$ cat config.mk
export PLATFORM = sky130hd
export DESIGN_NAME = sccb_slave_rx
export DESIGN_NICKNAME = d
export VERILOG_FILES = /design/src/rtl/sccb_slave_rx.sv
export SDC_FILE = /design/constraint.sdc
export NUM_CORES = 1
export LEC_CHECK = 0
export ABC_CLOCK_PERIOD_IN_PS = 1600
export CORE_MARGIN = 4
export CORE_UTILIZATION = 50
export CTS_BUF_LIST = sky130_fd_sc_hd__clkbuf_2
export DETAILED_ROUTE_END_ITERATION = 8
export PLACE_DENSITY = 0.83
export SYNTH_ARGS = -nofsm -noshare
export SYNTH_HDL_FRONTEND = slang
export SYNTH_SLANG_ARGS = --single-unit
$ cat constraint.sdc
create_clock -name clk -period 1.6 [get_ports clk]
set_input_delay 0.16 -clock clk [delete_from_list [all_inputs] [get_ports clk]]
set_output_delay 0.16 -clock clk [all_outputs]
set_load 0.05 [all_outputs]
$ cat src/rtl/sccb_slave_rx.sv
// SCCB write-only slave receiver.
// Captures 3-phase writes (ID, register address, data) from an async master.
`timescale 1ns/1ps
module sccb_slave_rx #(
  parameter logic [6:0] c_id     = 7'h21,
  parameter bit         c_ack_en = 1'b0
) (
  input  logic       clk,
  input  logic       rst,
  input  logic       sclk,
  input  logic       sdat_in,
  output logic       sdat_on,
  output logic       wr_valid,
  output logic [7:0] wr_addr,
  output logic [7:0] wr_data,
  output logic       busy,
  output logic       frame_err
);

  typedef enum logic [1:0] {
    IDLE,
    RX_BYTE,
    DNTC,
    WAIT_STOP
  } state_e;

  state_e     state_q, state_d;
  logic [2:0] scl_q;
  logic [2:0] sda_q;
  logic [2:0] bit_q, bit_d;
  logic [1:0] phase_q, phase_d;
  logic [7:0] shift_q, shift_d;
  logic [7:0] addr_q, addr_d;
  logic [7:0] data_q, data_d;
  logic       got8_q, got8_d;
  logic       match_q, match_d;
  logic       cmpl_q, cmpl_d;
  logic       ack_q, ack_d;
  logic       wv_q, wv_d;
  logic       fe_q, fe_d;
  logic [7:0] wa_q, wa_d;
  logic [7:0] wd_q, wd_d;

  logic scl_s, scl_p, sda_s, sda_p;
  logic scl_rise, scl_fall;
  logic start_det, stop_det;
  logic id_ok;
  logic go_rx;

  // [1] is the synchronized level, [2] its one-clk-old copy
  assign scl_s = scl_q[1];
  assign scl_p = scl_q[2];
  assign sda_s = sda_q[1];
  assign sda_p = sda_q[2];

  assign scl_rise  = scl_s & ~scl_p;
  assign scl_fall  = ~scl_s & scl_p;
  assign start_det = ~sda_s & sda_p & scl_s & scl_p;
  assign stop_det  = sda_s & ~sda_p & scl_s & scl_p;
  assign id_ok     = (shift_q == {c_id, 1'b0});

  always_ff @(posedge clk or negedge rst) begin
    if (!rst) begin
      scl_q   <= 3'b111;
      sda_q   <= 3'b111;
      state_q <= IDLE;
      bit_q   <= 3'd0;
      phase_q <= 2'd0;
      shift_q <= 8'h00;
      addr_q  <= 8'h00;
      data_q  <= 8'h00;
      got8_q  <= 1'b0;
      match_q <= 1'b0;
      cmpl_q  <= 1'b0;
      ack_q   <= 1'b0;
      wv_q    <= 1'b0;
      fe_q    <= 1'b0;
      wa_q    <= 8'h00;
      wd_q    <= 8'h00;
    end else begin
      scl_q   <= {scl_q[1:0], sclk};
      sda_q   <= {sda_q[1:0], sdat_in};
      state_q <= state_d;
      bit_q   <= bit_d;
      phase_q <= phase_d;
      shift_q <= shift_d;
      addr_q  <= addr_d;
      data_q  <= data_d;
      got8_q  <= got8_d;
      match_q <= match_d;
      cmpl_q  <= cmpl_d;
      ack_q   <= ack_d;
      wv_q    <= wv_d;
      fe_q    <= fe_d;
      wa_q    <= wa_d;
      wd_q    <= wd_d;
    end
  end

  always_comb begin
    state_d = state_q;
    bit_d   = bit_q;
    phase_d = phase_q;
    shift_d = shift_q;
    addr_d  = addr_q;
    data_d  = data_q;
    got8_d  = got8_q;
    match_d = match_q;
    cmpl_d  = cmpl_q;
    ack_d   = ack_q;
    wv_d    = 1'b0;
    fe_d    = 1'b0;
    wa_d    = wa_q;
    wd_d    = wd_q;
    go_rx   = 1'b0;

    if (state_q == IDLE) begin
      go_rx = start_det;
    end else if (start_det) begin
      fe_d  = match_q;
      go_rx = 1'b1;
    end else if (stop_det) begin
      state_d = IDLE;
      ack_d   = 1'b0;
      if (state_q != WAIT_STOP) begin
        fe_d = 1'b1;
      end else if (cmpl_q) begin
        wv_d = 1'b1;
        wa_d = addr_q;
        wd_d = data_q;
      end else begin
        fe_d = match_q;
      end
    end else begin
      unique case (state_q)
        RX_BYTE: begin
          if (scl_rise) begin
            shift_d = {shift_q[6:0], sda_s};
            if (bit_q == 3'd0) begin
              got8_d = 1'b1;
            end else begin
              bit_d = bit_q - 3'd1;
            end
          end else if (scl_fall && got8_q) begin
            state_d = DNTC;
            got8_d  = 1'b0;
            ack_d   = c_ack_en && ((phase_q != 2'd0) || id_ok);
          end
        end
        DNTC: begin
          if (scl_fall) begin
            ack_d = 1'b0;
            bit_d = 3'd7;
            unique case (1'b1)
              (phase_q == 2'd0): begin
                if (id_ok) begin
                  match_d = 1'b1;
                  phase_d = 2'd1;
                  state_d = RX_BYTE;
                end else begin
                  state_d = WAIT_STOP;
                end
              end
              (phase_q == 2'd1): begin
                addr_d  = shift_q;
                phase_d = 2'd2;
                state_d = RX_BYTE;
              end
              default: begin
                data_d  = shift_q;
                cmpl_d  = 1'b1;
                state_d = WAIT_STOP;
              end
            endcase
          end
        end
        default: ;
      endcase
    end

    // a start always reopens reception at the ID phase
    if (go_rx) begin
      state_d = RX_BYTE;
      bit_d   = 3'd7;
      phase_d = 2'd0;
      got8_d  = 1'b0;
      match_d = 1'b0;
      cmpl_d  = 1'b0;
      ack_d   = 1'b0;
    end
  end

  always_comb begin
    busy      = (state_q != IDLE);
    sdat_on   = c_ack_en & ack_q;
    wr_valid  = wv_q;
    frame_err = fe_q;
    wr_addr   = wa_q;
    wr_data   = wd_q;
  end

endmodule

* After elaboration in Yosys (flattened, before gate mapping)
Cells that the tools add are included.
Cells by class: add/subtract/negate cells 1, equality and inequality tests 17, mux-type cells 61, bitwise gates (word level) 17, reductions and logical operators 25
Operators by type and width (number):
- two-way mux 1 bit | 35
- two-way mux 2 bit | 15
- AND reduction 6 bit | 5
- two-way mux 3 bit | 7
- AND reduction 7 bit | 3
- inequality test 3 bit (second input constant) | 4
- inequality test 4 bit (second input constant) | 3
- one-hot mux 2 bit (2 select lines) | 3
- nonzero test 2 bit | 6
- AND reduction 5 bit | 2
- inverter 1 bit | 9
- nonzero test 3 bit | 3
- bitwise AND 1 bit | 8
- equality test 8 x 7 -> 1 bit (second input constant) | 1
- inequality test 2 x 1 -> 1 bit (second input constant) | 3
- one-hot mux 3 bit (2 select lines) | 1
- equality test 2 x 1 -> 1 bit (second input constant) | 2
- logical NOT 2 bit | 2
- inequality test 2 bit (second input constant) | 2
- nonzero test 4 bit | 1
- logical NOT 3 bit | 1
- inequality test 3 x 1 -> 1 bit (second input constant) | 1
- subtractor 3 x 1 -> 3 bit (second input constant) | 1
- equality test 2 bit (second input constant) | 1
- 2 further kinds | 2
Word-level totals: bits in registers 58

* Longest topological paths before layout
Gate-level depths: netlist (run 1).
depth after elaboration 10, mapped depth 8, gate-level depth less buffers 7

* Worst setup path after synthesis (run 1)
OpenSTA, ideal clock, no wires.
path type register to register, start point register sda_q[1], end point register wa_q[5], in the netlist wr_addr[5], arrival time 1.561 ns, setup slack -0.086 ns, cell stages (with the launch flop) 6, path buffers 2, period minus slack after synthesis 1.686 ns, path through dfstp_2 > and4b_4 > and3_4 > buf_6 > buf_6 > mux2_2
Between the ends: cells in the longest elaborated chain, start to end 6
Ends and longest elaborated chain:
- start: declaration | line 29 | logic [2:0] sda_q;
- start signal: assignment | line 82 | sda_q <= {sda_q[1:0], sdat_in};
- inverter 1 bit | line 58 | assign start_det = ~sda_s & sda_p & scl_s & scl_p;
- bitwise AND 1 bit (3 in a row) | line 58
- inverter 1 bit (no source line)
- AND reduction 5 bit (no source line) *
- end signal: assignment | line 95 | wa_q <= wa_d;
- end: declaration | line 41 | logic [7:0] wa_q, wa_d;
Every way passes the cells marked *; elsewhere a longest branch is shown, timed or not. A chain may end at the register's enable or synchronous reset.

* Final worst setup path (run 1)
start point register state_q[0], end point register data_q[3]
Between the ends: cells in the longest elaborated chain, start to end 3
Ends and longest elaborated chain:
- start: declaration | line 27 | state_e state_q, state_d;
- start signal: assignment | line 83 | state_q <= state_d;
- logical NOT 2 bit | line 117 | if (state_q == IDLE) begin
- inverter 1 bit (no source line)
- AND reduction 6 bit (no source line) *
- end signal: assignment | line 88 | data_q <= data_d;
- end: declaration | line 34 | logic [7:0] data_q, data_d;
Marked as above.

==> out/metrics.csv, run 1 <==
stage,metric,value,unit
run_status,outcome,finished with violations,
run_status,violations,setup timing,
clocking,clkTransAtPathRegs,0.15,ns
grt,grt_pass1_vias,1803,
synthesis,synth.most_common_cell,dfrtp_1,
synthesis,synth_edf_count,0,
setup_path,crit_required,1.94,ns
synthesis,synth.avg_cell_area,13.4,um2
placement,port_buffers,22,
grt,antenna_found_initial,0,
floorplanning,io_pins,24,
job,maxCapViolations,0,
synthesis,synth.distinct_cells,43,
clocking,cts_buffers,9,
synthesis,ys.flop_type,dfrtp_1,
grt,grtUsageTotal,18.4,%
sta,fin_tns_setup,-1.37,ns
power,peakVddDrop,686,uV
routing,drt-initial-drc-count,143,
power,p_int,2590,uW
finish,final_nets,255,
worst_hold_path,hp-class,input pin to register,
sta,hold_viol,0,
routing,vias_per_cell,5.27,
grt,grt_max_degree,29,
sta,finalCriticalPeriod,1.69,ns
floorplanning,die_x,78.9,um
setup_path,path_class,register to register,
synthesis,yosysWarnings,0,
placement,hpwlAfterDp,3340,um
synthesis,synthCells,187,
setup_path,cp-end-kind,register,
routing,dr.pass1.iters,4,
clocking,h-tree-depth,3,
setup_path,rrSetupSlack,-0.09,ns
sta,max_slew_margin,64.1,%
grt,grt.overflow.total,0,
placement,place_ws,-0.140,ns
power,comb_power_share,34.1,%
setup_path,path_max_fanout,8,
setup_path,cp-start-kind,register,
setup_path,reg2reg_to,data_q[3],
routing,drc,0,
sta,rsz0062_at_grt,yes,
sta,finalWorstSetupSlack,-0.0873,ns
synthesis,synthArstFlopShare,100,%
sta,tightest_slew,0.538,ns
floorplanning,row_count,25,
clocking,clock-root-buffer,clkbuf_2,
setup_path,arrival,2.02,ns
power,seqPwrFrac,44.5,%
power,p_sw,1280,uW
power,powerDensity,1170,mW/mm2
power,swShare,33.1,%
clocking,cts_sinks,58,
finish,area_growth_syn_to_layout,31.0,%
sta,finalCritPeriodShare,105,%
finish,final_core_utilization,68.7,%
clocking,cts_buffer_depth,2,
finish,drive_gt1_share,53.2,%
floorplanning,start_util,52.5,%
floorplanning,die_area,0.00622,mm2
setup_path,crit_path_end,data_q[3],
clocking,insertion_delay,0.44,ns
clocking,cts_tree,built,
floorplanning,dieHeight,78.9,um
power,clkPwrFrac,21.4,%
setup_path,r2r_start,state_q[0],
synthesis,ys_top_cells_by_area,"dfrtp_1 (52%), mux2_2 (18%), dfstp_2 (6.3%)",
power,totalPowerFinal,3860,uW
setup_path,critPathLaunch,state_q[0],
floorplanning,design.core.area,0.00479,mm2
sta,skew,0.0176,ns
synthesis,ys_ff_latch,58,
sta,setup_viol,26,
routing,antenna_left,0,
synthesis,synthTopCellsByCount,"dfrtp_1 (52), mux2_2 (40), a21oi_1 (8), nand2_1 (8)",
finish,num_antenna_cells,0,
synthesis,ys_seq_area_share,58.1,%
routing,drt_wl_total,5060,um
synthesis,synth_top_area_share,51.8,%
routing,num_vias,1661,
setup_path,r2r_cells,6,
sta,slew_viol_final,0,
power,p_leak,0.00163,uW
sta,max_freq,0.593,GHz
routing,detail_route.wl_per_cell,16.1,um
synthesis,syn-num-nets,197,
synthesis,syn-cell-area,0.00251,mm2
grt,grt_pass1_wl,8740,um
placement,globalplace.congestion,0.938,
synthesis,synth_top_cell_by_area,dfrtp_1,
[power by group through the flow]
| stage | Combinational [uW] | Sequential [uW] | Clock [uW] |
|---|---|---|---|
| after global placement | 994 | 1740 | 0 |
| after detailed placement | 1020 | 1750 | 0 |
| final | 1320 | 1720 | 827 |
| after floorplan | 609 | 1710 | 0 |
| after global routing | 1430 | 1740 | 921 |
| after CTS | 1240 | 1720 | 842 |
[repair_timing]
action,CTS,global route
endpoints found under the setup margin,51,51
pin swaps,13,8
hold buffers,1,0
gates resized for setup,25,6
gates cloned,1,0
setup buffers,4,0
hold endpoints to repair,15,0
[per-stage QoR]
stage | instances | instance area (um2) | hold WS [ns]
after floorplan | 187 | 2560 | -0.136
after global placement | 295 | 3010 | 0.170
after detailed placement | 295 | 3010 | 0.173
after CTS | 315 | 3260 | 0.0808
after global routing | 315 | 3290 | 0.0577
final | 315 | 3290 | 0.125
[critical path: stages (launching register included)]
cell	delay, ns
dfrtp_1	0.41
inv_2	0.08
ha_4	0.16
buf_6	0.13
nor3_4	0.32
nand2_4	0.17
mux2_4	0.32
[metal layers]
layer,track usage (%),wire length [um],vias to the layer above
met5,0,0,-
met4,7.56,78,0
met3,4.65,238,11
met2,29.8,2420,47
met1,23.8,2320,820
li1,-,-,783
[registers in the layout (all words and copies together) (netlist names), 3 cells and up]
signal   count
bit_q        3
addr_q       8
scl_q        3
wr_data      8
data_q       8
shift_q      8
wr_addr      8
sda_q        3
[cell families after synthesis]
family | Yosys count | share of synthesized area [%]
AOI/OAI and AO/OA | 24 | 6.43
xor gates and xnor gates | 1 | 0.349
adders and majority gates | 6 | 2.99
buffers and inverters | 14 | 3.09
DFF | 58 | 58.1
muxes | 40 | 17.9
other | 1 | 0.149
and+or+nand+nor | 43 | 11.0
[how the worst min path moves through the flow]
stage | start | end | cells after the start
after CTS | sclk | scl_q[0] | 1
after global placement | rst | addr_q[4] | 1
after global routing | sdat_in | sda_q[0] | 1
after floorplan | rst | addr_q[0] | 0
after detailed placement | rst | wr_addr[3] | 1
final | sclk | scl_q[0] | 1
[layout by cell type, fill, tap and decap left out, types with 2 or more instances in the layout]
cell / netlist / final
dfrtp_1: 52 / 52
buf_4: 2 / 40
mux2_2: 40 / 23
mux2_4: 0 / 17
clkbuf_2: 0 / 9
nor2_1: 7 / 7
a21oi_1: 8 / 7
nand2_1: 8 / 7
dfstp_2: 6 / 6
buf_12: 0 / 5
inv_1: 7 / 4
o21ai_0: 4 / 4
a31oi_1: 4 / 4
inv_2: 1 / 3
nand2b_1: 3 / 3
ha_1: 6 / 3
ha_4: 0 / 3
buf_6: 2 / 3
nor2b_2: 0 / 2
nand3_2: 1 / 2
nor4b_1: 2 / 2
nor3_1: 2 / 2
nand3_1: 3 / 2
clkinv_1: 0 / 2
clkinv_2: 0 / 2
clkdlybuf4s50_1: 0 / 2
[layout make-up]
type / count / area, um2
clock buffers: 9 / 45.0
inverters: 8 / 32.5
clock inverters: 5 / 47.5
repair buffers: 52 / 469
flip-flops and latches: 58 / 1460
well taps: 67 / 83.8
multi-input cells: 116 / 1150
fillers: 321 / 1500
Power figures use the tool's default switching activity.
==> inputs of run 2 (changes only) <==
--- a/config.mk
+++ b/config.mk
@@ -9,6 +9,7 @@
 export CORE_MARGIN = 4
 export CORE_UTILIZATION = 50
 export CTS_BUF_LIST = sky130_fd_sc_hd__clkbuf_2
+export CTS_CLUSTER_SIZE = 20
 export DETAILED_ROUTE_END_ITERATION = 8
 export PLACE_DENSITY = 0.83
 export SYNTH_ARGS = -nofsm -noshare
==> results of run 2 <==
Final layout, timing and power as in run 1 (identical DEF).
